==> src/rtl/frame_sequencer_if.sv <==
// Frame-counter register write port and frame clock outputs of the APU frame sequencer.
// master = register/host side, slave = frame_sequencer.
interface frame_sequencer_if;
  logic       cfg_we;
  logic       cfg_mode;
  logic       cfg_irq_inhibit;
  logic       irq_ack;
  logic       qfr_pulse;
  logic       hfr_pulse;
  logic       irq;
  logic [2:0] step;
  logic       mode;

  modport master (
    output cfg_we, cfg_mode, cfg_irq_inhibit, irq_ack,
    input  qfr_pulse, hfr_pulse, irq, step, mode
  );

  modport slave (
    input  cfg_we, cfg_mode, cfg_irq_inhibit, irq_ack,
    output qfr_pulse, hfr_pulse, irq, step, mode
  );
endinterface

==> src/rtl/frame_sequencer.sv <==
// APU frame sequencer: prescaler into step ticks, 4/5-step sequence issuing quarter/half-frame
// strobes and the frame IRQ flag. Register writes reconfigure and restart the sequence.
//
// state | meaning
// ST_S0 | step 0: tick gives Q
// ST_S1 | step 1: tick gives Q+H
// ST_S2 | step 2: tick gives Q
// ST_S3 | step 3: mode 0 tick gives Q+H+IRQ and wraps; mode 1 tick gives nothing
// ST_S4 | step 4: mode 1 only, tick gives Q+H and wraps
module frame_sequencer #(
  parameter int DIV_TERM = 1864
) (
  input logic               clk,
  input logic               rst_n,
  frame_sequencer_if.slave  bus
);

  localparam int PW = $clog2(DIV_TERM + 1);

  typedef enum logic [2:0] {
    ST_S0 = 3'd0,
    ST_S1 = 3'd1,
    ST_S2 = 3'd2,
    ST_S3 = 3'd3,
    ST_S4 = 3'd4
  } state_t;

  state_t        state, state_nx;
  logic [PW-1:0] prescaler, prescaler_nx;
  logic          mode, mode_nx;
  logic          irq_inhibit, irq_inhibit_nx;
  logic          irq, irq_nx;
  logic          qfr, qfr_nx;
  logic          hfr, hfr_nx;
  logic          tick;
  logic          irq_set;

  assign tick = (prescaler == PW'(DIV_TERM));

  always_ff @(posedge clk or negedge rst_n) begin
    if (!rst_n) begin
      state       <= ST_S0;
      prescaler   <= '0;
      mode        <= 1'b0;
      irq_inhibit <= 1'b0;
      irq         <= 1'b0;
      qfr         <= 1'b0;
      hfr         <= 1'b0;
    end else begin
      state       <= state_nx;
      prescaler   <= prescaler_nx;
      mode        <= mode_nx;
      irq_inhibit <= irq_inhibit_nx;
      irq         <= irq_nx;
      qfr         <= qfr_nx;
      hfr         <= hfr_nx;
    end
  end

  always_comb begin
    state_nx       = state;
    prescaler_nx   = tick ? '0 : prescaler + PW'(1);
    mode_nx        = mode;
    irq_inhibit_nx = irq_inhibit;
    qfr_nx         = 1'b0;
    hfr_nx         = 1'b0;
    irq_set        = 1'b0;

    // A register write restarts the sequence and swallows any coincident tick.
    if (bus.cfg_we) begin
      prescaler_nx   = '0;
      state_nx       = ST_S0;
      mode_nx        = bus.cfg_mode;
      irq_inhibit_nx = bus.cfg_irq_inhibit;
      qfr_nx         = bus.cfg_mode;
      hfr_nx         = bus.cfg_mode;
    end else if (tick) begin
      case (state)
        ST_S0: begin
          qfr_nx   = 1'b1;
          state_nx = ST_S1;
        end
        ST_S1: begin
          qfr_nx   = 1'b1;
          hfr_nx   = 1'b1;
          state_nx = ST_S2;
        end
        ST_S2: begin
          qfr_nx   = 1'b1;
          state_nx = ST_S3;
        end
        ST_S3: begin
          if (!mode) begin
            qfr_nx   = 1'b1;
            hfr_nx   = 1'b1;
            irq_set  = 1'b1;
            state_nx = ST_S0;
          end else begin
            state_nx = ST_S4;
          end
        end
        ST_S4: begin
          qfr_nx   = 1'b1;
          hfr_nx   = 1'b1;
          state_nx = ST_S0;
        end
        default: state_nx = ST_S0;
      endcase
    end

    // Set beats ack; a write with inhibit beats everything.
    irq_nx = irq;
    if (bus.irq_ack)                       irq_nx = 1'b0;
    if (irq_set && !irq_inhibit)           irq_nx = 1'b1;
    if (bus.cfg_we && bus.cfg_irq_inhibit) irq_nx = 1'b0;
  end

  assign bus.qfr_pulse = qfr;
  assign bus.hfr_pulse = hfr;
  assign bus.irq       = irq;
  assign bus.step      = state;
  assign bus.mode      = mode;

endmodule
==> src/flat_wrapper.sv <==
// flat-port wrapper written by rule: the top's interface ports become plain ports
module frame_sequencer_flat 
#(
  parameter int DIV_TERM = 1864
)
  (clk, rst_n, bus_cfg_we, bus_cfg_mode, bus_cfg_irq_inhibit, bus_irq_ack, bus_qfr_pulse, bus_hfr_pulse, bus_irq, bus_step, bus_mode);
  frame_sequencer_if bus_i ();
  input logic clk;
  input logic rst_n;
  input wire logic [$bits(bus_i.cfg_we)-1:0] bus_cfg_we;
  input wire logic [$bits(bus_i.cfg_mode)-1:0] bus_cfg_mode;
  input wire logic [$bits(bus_i.cfg_irq_inhibit)-1:0] bus_cfg_irq_inhibit;
  input wire logic [$bits(bus_i.irq_ack)-1:0] bus_irq_ack;
  output wire logic [$bits(bus_i.qfr_pulse)-1:0] bus_qfr_pulse;
  output wire logic [$bits(bus_i.hfr_pulse)-1:0] bus_hfr_pulse;
  output wire logic [$bits(bus_i.irq)-1:0] bus_irq;
  output wire logic [$bits(bus_i.step)-1:0] bus_step;
  output wire logic [$bits(bus_i.mode)-1:0] bus_mode;
  assign bus_i.cfg_we = bus_cfg_we;
  assign bus_i.cfg_mode = bus_cfg_mode;
  assign bus_i.cfg_irq_inhibit = bus_cfg_irq_inhibit;
  assign bus_i.irq_ack = bus_irq_ack;
  assign bus_qfr_pulse = bus_i.qfr_pulse;
  assign bus_hfr_pulse = bus_i.hfr_pulse;
  assign bus_irq = bus_i.irq;
  assign bus_step = bus_i.step;
  assign bus_mode = bus_i.mode;
  frame_sequencer #(.DIV_TERM(DIV_TERM)) u_core (.clk(clk), .rst_n(rst_n), .bus(bus_i));
endmodule
==> config.mk <==
export PLATFORM = sky130hd
export DESIGN_NAME = frame_sequencer_flat
export DESIGN_NICKNAME = d
export VERILOG_FILES = /design/src/rtl/frame_sequencer_if.sv /design/src/rtl/frame_sequencer.sv /design/src/flat_wrapper.sv
export SDC_FILE = /design/constraint.sdc
export NUM_CORES = 1
export LEC_CHECK = 0
export ABC_CLOCK_PERIOD_IN_PS = 2400
export CAP_MARGIN = 10
export CELL_PAD_IN_SITES_DETAIL_PLACEMENT = 0
export CELL_PAD_IN_SITES_GLOBAL_PLACEMENT = 1
export CORE_AREA = 2 2 61 63
export CTS_CLUSTER_SIZE = 30
export DETAILED_ROUTE_END_ITERATION = 10
export DIE_AREA = 0 0 63 65
export PLACE_DENSITY = 0.66
export SYNTH_ARGS = -nofsm -noshare
export SYNTH_HDL_FRONTEND = slang
export SYNTH_SLANG_ARGS = --single-unit
export TNS_END_PERCENT = 30
==> constraint.sdc <==
create_clock -name clk -period 2.4 [get_ports clk]
set_input_delay 0.72 -clock clk [delete_from_list [all_inputs] [get_ports clk]]
set_output_delay 0.72 -clock clk [all_outputs]
set_load 0.02 [all_outputs]
---- Yosys cells after proc, flatten, opt, wreduce, memory -nomap -nowiden ----
Index checks and enable logic that the tools add are counted.
cells by class
  $add $sub $neg .......................... 1
  reduce and logical (&&, ||, !) cells .... 8
  multiplexer cells ....................... 19
  equal/unequal tests ..................... 5
operators by type and width
  kind                                                                   count
  11-bit two-way mux                                                     2
  3-bit case mux with 4 select lines                                     1
  11-bit by 1-bit adder with 11-bit output, second input constant        1
  11-bit equality test, second input constant                            1
  1-bit two-way mux                                                      11
  3-bit two-way mux                                                      3
  3-bit by 2-bit equality test with 1-bit output, second input constant  2
  1-bit case mux with 2 select lines                                     2
  4-bit OR reduction                                                     1
  3-bit by 1-bit equality test with 1-bit output, second input constant  1
  3-bit equality test, second input constant                             1
  3-bit zero test                                                        1
  3-bit nonzero test                                                     1
  1-bit logical AND                                                      2
  2-bit nonzero test                                                     1
  2-bit OR reduction                                                     1
  1-bit zero test                                                        1
storage, ports and cells
  word-level logic and storage cells ...... 40
  bits in registers ....................... 19
  output and inout bits ................... 7

---- Longest topological paths before layout ----
Gate-level depths: netlist of run 1.
  depth in word-level cells ............... 7
  gate-level depth with buffers ........... 6
  mapped depth without buffers ............ 5

---- Worst setup path before layout of run 1 ----
Ideal clock, no wire load.
  kind .................................... register -> register
  start point ............................. register u_core.prescaler[5]
  end point ............................... register u_core.state[0], in the netlist u_core.bus.step[0]
  clock period less this slack ............ 1,691 ps
  path slack .............................. 709 ps
  library setup time ...................... 120 ps
  cell stages (with the launch flop) ...... 6
  data required time ...................... 2,280 ps
  data arrival time ....................... 1,571 ps
  cell sequence ........................... dfrtp_1 -> or3b_1 -> clkbuf_2 -> or3_1 -> buf_6 -> a31o_1
between the ends
  word-level cells in the longest chain between the ends .. 2
ends and longest elaborated chain
  what                                 RTL line               RTL
  from (decl)                          frame_sequencer.sv:29  logic [PW-1:0] prescaler, prescaler_nx;
  from (signal assigned)               frame_sequencer.sv:51  prescaler <= prescaler_nx;
  11-bit equality test                 frame_sequencer.sv:38  assign tick = (prescaler == PW'(DIV_TERM));
  2-bit nonzero test (no source line)  --
  to (signal assigned)                 frame_sequencer.sv:50  state <= state_nx;
  to (decl)                            frame_sequencer.sv:28  state_t state, state_nx;
No other way between the ends.
A chain may end at the register's enable or synchronous reset.

---- Worst setup path in the final report of run 1 ----
  start point ............................. register u_core.state[2], in the netlist u_core.bus.step[2]
  end point ............................... output port bus_step[2]
RTL lines
  what       RTL line            RTL
  to (decl)  flat_wrapper.sv:17  output wire logic [$bits(bus_i.step)-1:0] bus_step;
No word-level cell between the ends.

==> results.json, run 1 <==
{
  "ys_ff_latch": 19,
  "portBuffers": 12,
  "pwr-share-comb_pct": 9.5,
  "critPathMaxFanout": 8,
  "power.density_mw_per_mm2": 465,
  "clockPowerShare_pct": 29.5,
  "drt-initial-drc-count": 63,
  "post_drt_via_cell_ratio": 4.72,
  "die_y_microns": 65,
  "max_freq_mhz": 466,
  "startpoint_type": "flip-flop",
  "status": "finished, final reports clean",
  "synth_cell_types": 32,
  "yosys-top-cells-area": "dfrtp_1 48%, o21ai_0 4.1%, nor2_1 3.8%, or3_1 3.8%, a21oi_1 3.6%",
  "clk_latency_ns": 0.29,
  "crit_buf_inv": 1,
  "row_count": 22,
  "cp_data_arrival_time_ns": 1.43,
  "post-route-min-period_ns": 2.15,
  "fin_skew_ns": 0.00194,
  "crit_chain": "clkdlybuf4s50_1",
  "hold_viol_final": 0,
  "cts_buffer_depth": 2,
  "clock-root-buffer": "clkbuf_4",
  "rsz0062_at_grt": "no",
  "core_sq_mm": 0.00350,
  "synthCells": 102,
  "cp_data_required_time_ns": 1.68,
  "cts_buffers": 3,
  "dieArea_sq_mm": 0.00410,
  "antennaDiodeCount": 0,
  "nFillCells": 368,
  "clk_pin_slew_ns": 0.11,
  "vias": 778,
  "yosys.area.top_type": "dfrtp_1",
  "slowest_delay_ns": 0.65,
  "ctsHoldBuffers": 0,
  "fin_tns_setup_ns": 0,
  "hp-class": "flip-flop to flip-flop",
  "synth_fp_nets": 110,
  "power.leakage_nw": 0.457,
  "grt_max_degree": 20,
  "min_period_over_period_pct": 89.4,
  "post_drt_wl_per_cell_microns": 11.8,
  "ant_nets": 0,
  "io-pin-count": 13,
  "cts_tree": "yes",
  "firstDrtPassIters": 4,
  "cts_setup_buffers": 0,
  "hpwl_mm": 1.38,
  "place.gp.congestion": 0.709,
  "switching_share_pct": 24.3,
  "setup_viol": 0,
  "nets": 126,
  "drc": 0,
  "hold_ws_ns": 0.512,
  "synth_top_area_share_pct": 48.3,
  "cts_sinks": 19,
  "grt.total_usage_pct": 10.7,
  "tightestPinTransition_ns": 0.680,
  "crit_path_top_delay_cell": "clkdlybuf4s50_1",
  "drv_cap": 0,
  "p_int_mw": 0.418,
  "end_kind": "output port",
  "yosysWarnings": 0,
  "final_cell_mix": "19 x dfrtp_1, 12 x clkdlybuf4s50_1, 10 x nor2_1, 9 x inv_1, 8 x o21ai_0",
  "grt_pass1_wl_mm": 3.42,
  "crit_family": "buffers and inverters",
  "syn_to_final_growth_pct": 20.9,
  "switching_power_mw": 0.135,
  "syn_area_sq_um": 983,
  "grt-ovfl-total": 0,
  "die_w_microns": 63,
  "ir_drop_v": 0.000160,
  "maxSlewViolCount": 0,
  "start_util_pct": 28.1,
  "wl_mm": 1.95,
  "final_common_cell": "dfrtp_1",
  "synth-seq-area-share_pct": 48.3,
  "placed_cell_area_sq_mm": 0.00116,
  "cts_resized": 0,
  "postLayoutCellArea_sq_mm": 0.00119,
  "antenna_found_initial": 0,
  "crit_type": "flip-flop to output port",
  "grt_pass1_vias": 695,
  "final_util_pct": 34.0,
  "final_layout_size_suffix_gt1_share_pct": 6.84,
  "cts_htree_levels": 1,
  "avgSynthCellArea_sq_um": 9.64,
  "seq_power_share_pct": 61.0,
  "relSlewSlack_pct": 54.4
}
-- flip-flops by register name, indices dropped and copies added (netlist names) --
| name | cells |
|---|---|
| u_core.bus.step | 3 |
| u_core.prescaler | 11 |
| u_core.bus.irq | 1 |
| u_core.irq_inhibit | 1 |
| u_core.bus.mode | 1 |
| u_core.bus.hfr_pulse | 1 |
| u_core.bus.qfr_pulse | 1 |
-- power by group through the flow --
stage               combinational [mW]  clock (mW)  sequential, mW
detailed placement              0.0542           0           0.343
floorplan                       0.0210           0           0.346
CTS                             0.0545       0.176           0.337
global placement                0.0533           0           0.343
finish                          0.0527       0.163           0.337
global route                    0.0600       0.191           0.338
-- area by class of cell --
cell class,instances,area [sq um],share of cell area (%)
inverter,9,33.8,2.84
clock buffer,4,26.3,2.21
sequential,19,475,40.0
timing repair buffer,15,143,12.0
tap,48,60.1,5.05
multi-input combinational,70,450,37.9
-- through the flow --
step | std cells | power (mW) | worst slack, ns
finish | 165 | 0.552 | 0.254
global route | 165 | 0.590 | 0.143
CTS | 165 | 0.568 | 0.219
detailed placement | 161 | 0.397 | 0.484
global placement | 161 | 0.397 | 0.509
floorplan | 102 | 0.367 | 0.709
-- cells by family (layout without fill, tap and decap cells) --
| family | after synthesis | after routing | share of synthesized area, % |
|---|---|---|---|
| simple gates | 40 | 40 | 22.9 |
| compound gates | 24 | 24 | 16.7 |
| flops | 19 | 19 | 48.3 |
| buf+inv | 13 | 28 | 5.85 |
| xor+xnor | 3 | 3 | 2.67 |
| fa+ha+maj | 2 | 2 | 2.54 |
| mux | 1 | 1 | 1.02 |
-- synth_stat cells, drive strengths merged --
library cell and number:
nand2b 1, and2 1, a31o 1, nand3 6, a21oi 7, inv 9
or3 6, o21ai 9, nor2 10, nand3b 1, a22oi 1, o32ai 1
xnor2 2, clkbuf 3, nand4 5, o31ai 4, or3b 1, ha 2
o32a 1, nor4 2, dfrtp 19, buf 1, xor2 1, or4 1
nand2 3, nand4bb 2, mux2i 1, and3 1
-- layer usage --
metal  wire length [microns]  track usage, %  vias up
met5                       0               0        -
li1                        -               -      400
met4                      30            4.17        0
met3                      53            2.60        2
met2                     842            14.9       10
met1                    1020            15.8      366
-- final timing paths --
path / slack (ns) / to / cells after the start / from
max: 0.25 / bus_step[2] / 1 / u_core.bus.step[2]$_DFFE_PN0P_
min: 0.51 / u_core.prescaler[0]$_DFF_PN0_ / 1 / u_core.prescaler[0]$_DFF_PN0_
max reg2reg: 0.58 / u_core.bus.step[0]$_DFFE_PN0P_ / 3 / u_core.prescaler[5]$_DFF_PN0_
min reg2reg: 0.51 / u_core.prescaler[0]$_DFF_PN0_ / 1 / u_core.prescaler[0]$_DFF_PN0_
max in group asynchronous: 1.44 / u_core.prescaler[7]$_DFF_PN0_ / 2 / rst_n
min in group asynchronous: 0.75 / u_core.bus.qfr_pulse$_DFF_PN0_ / 2 / rst_n
(Power assumes the default switching activity.)
==> run 2: changes to the inputs <==
--- a/config.mk
+++ b/config.mk
@@ -5,7 +5,7 @@
 export SDC_FILE = /design/constraint.sdc
 export NUM_CORES = 1
 export LEC_CHECK = 0
-export ABC_CLOCK_PERIOD_IN_PS = 2400
+export ABC_CLOCK_PERIOD_IN_PS = 2550
 export CAP_MARGIN = 10
 export CELL_PAD_IN_SITES_DETAIL_PLACEMENT = 0
 export CELL_PAD_IN_SITES_GLOBAL_PLACEMENT = 1
==> constraint.sdc (replaced) <==
create_clock -name clk -period 2.55 [get_ports clk]
set_input_delay 0.765 -clock clk [delete_from_list [all_inputs] [get_ports clk]]
set_output_delay 0.765 -clock clk [all_outputs]
set_load 0.02 [all_outputs]
==> results.json, run 2 (synthesized netlist as in run 1, its figures left out) <==
{
  "wl_mm": 1.90,
  "cp_data_arrival_time_ns": 1.50,
  "cts_tree": "yes",
  "post_drt_via_cell_ratio": 4.89,
  "place.gp.congestion": 0.733,
  "slowest_delay_ns": 0.68,
  "core_sq_mm": 0.00350,
  "rsz0062_at_grt": "no",
  "startpoint_type": "flip-flop",
  "cts_buffer_depth": 2,
  "grt_max_degree": 20,
  "crit_buf_inv": 1,
  "setup_viol": 0,
  "crit_type": "flip-flop to output port",
  "firstDrtPassIters": 4,
  "cts_htree_levels": 1,
  "hold_viol_final": 0,
  "max_freq_mhz": 441,
  "hold_depth": 1,
  "grt.total_usage_pct": 10.2,
  "drc": 0,
  "crit_path_top_delay_cell": "clkdlybuf4s50_1",
  "row_count": 22,
  "r2r_slack_ns": 0.73,
  "antennaDiodeCount": 0,
  "post_drt_wl_per_cell_microns": 11.6,
  "portBuffers": 12,
  "ant_nets": 0,
  "drv_cap": 0,
  "hold_start": "u_core.prescaler[0]$_DFF_PN0_",
  "clock-root-buffer": "clkbuf_4",
  "start_util_pct": 28.1,
  "r2r_cells": 3,
  "cts_buffers": 3,
  "hp-class": "flip-flop to flip-flop",
  "drt-initial-drc-count": 45,
  "postLayoutCellArea_sq_mm": 0.00117,
  "vias": 797,
  "grt_pass1_wl_mm": 3.31,
  "ir_drop_v": 0.000105,
  "r2r_start": "u_core.prescaler[5]$_DFF_PN0_",
  "tightestPinTransition_ns": 0.691,
  "grt-ovfl-total": 0,
  "power.leakage_nw": 0.446,
  "io-pin-count": 13,
  "r2r-end": "u_core.bus.step[0]$_DFFE_PN0P_",
  "crit_chain": "clkdlybuf4s50_1",
  "cts_sinks": 19,
  "end_kind": "output port",
  "post-route-min-period_ns": 2.27,
  "hold_end": "u_core.prescaler[0]$_DFF_PN0_",
  "syn_to_final_growth_pct": 19.3,
  "die_y_microns": 65,
  "die_w_microns": 63,
  "clk_latency_ns": 0.30,
  "maxSlewViolCount": 0,
  "dieArea_sq_mm": 0.00410,
  "min_period_over_period_pct": 88.9,
  "hpwl_mm": 1.39,
  "fin_skew_ns": 0.00117,
  "placed_cell_area_sq_mm": 0.00115,
  "cp_data_required_time_ns": 1.79,
  "crit_family": "buffers and inverters",
  "critPathMaxFanout": 10,
  "top_register": "u_core.prescaler",
  "ctsHoldBuffers": 0,
  "largest_reg_flops": 11,
  "clk_pin_slew_ns": 0.11,
  "power.density_mw_per_mm2": 443,
  "final_layout_size_suffix_gt1_share_pct": 5.22,
  "status": "finished, final reports clean",
  "antenna_found_initial": 0,
  "nets": 124,
  "grt_pass1_vias": 737,
  "fin_tns_setup_ns": 0,
  "cts_setup_buffers": 0,
  "relSlewSlack_pct": 53.6,
  "cts_resized": 0,
  "final_common_cell": "dfrtp_1",
  "final_cell_mix": "19 x dfrtp_1, 12 x clkdlybuf4s50_1, 10 x nor2_1, 9 x inv_1, 8 x o21ai_0"
}
-- run 2: cell types whose count changed in the layout (fill, tap and decap cells not counted), sizes merged --
cell | previous run | this run
buf | 3 | 1
-- run 2: metrics by stage --
stage | total power, mW | util (%) | instances | hold WS (ns) | worst slack [ns]
global placement | 0.372 | 32.8 | 159 | 0.502 | 0.411
floorplan | 0.345 | - | 102 | 0.469 | 0.859
global route | 0.551 | 33.6 | 163 | 0.537 | 0.199
finish | 0.520 | 33.6 | 163 | 0.511 | 0.282
detailed placement | 0.372 | 32.8 | 159 | 0.499 | 0.387
CTS | 0.528 | 33.6 | 163 | 0.514 | 0.274
-- run 2: power by group --
part	leakage, nW	switching (mW)	total [mW]	internal (mW)
Clock	0.0150	0.0934	0.154	0.0609
Sequential	0.257	0.00792	0.317	0.309
Combinational	0.174	0.0262	0.0482	0.0220
Total	0.446	0.127	0.520	0.392
-- run 2: final cells by class --
cell class	count	area (sq um)
inverters	9	33.8
fillers	363	2320
repair buffers	13	128
multi-input cells	70	450
clock buffers	4	26.3
flip-flops and latches	19	475
well taps	48	60.1
-- run 2: worst max-delay path by stage --
stage / from / endpoint / slack [ns] / cells past startpoint
after floorplan: u_core.prescaler[5]$_DFF_PN0_ / u_core.bus.step[0]$_DFFE_PN0P_ / 0.86 / 5
after CTS: u_core.bus.step[0]$_DFFE_PN0P_ / bus_step[0] / 0.27 / 1
after global routing: u_core.bus.step[0]$_DFFE_PN0P_ / bus_step[0] / 0.20 / 1
final: u_core.bus.step[0]$_DFFE_PN0P_ / bus_step[0] / 0.28 / 1
after detailed placement: bus_cfg_we / u_core.prescaler[4]$_DFF_PN0_ / 0.39 / 4
after global placement: bus_cfg_we / u_core.bus.step[0]$_DFFE_PN0P_ / 0.41 / 4
-- run 2: per-layer routing --
layer | track usage [%] | wire, microns
met2 | 15.4 | 890
met4 | 5.56 | 37
met5 | 0 | 0
met1 | 13.5 | 936
met3 | 2.08 | 31
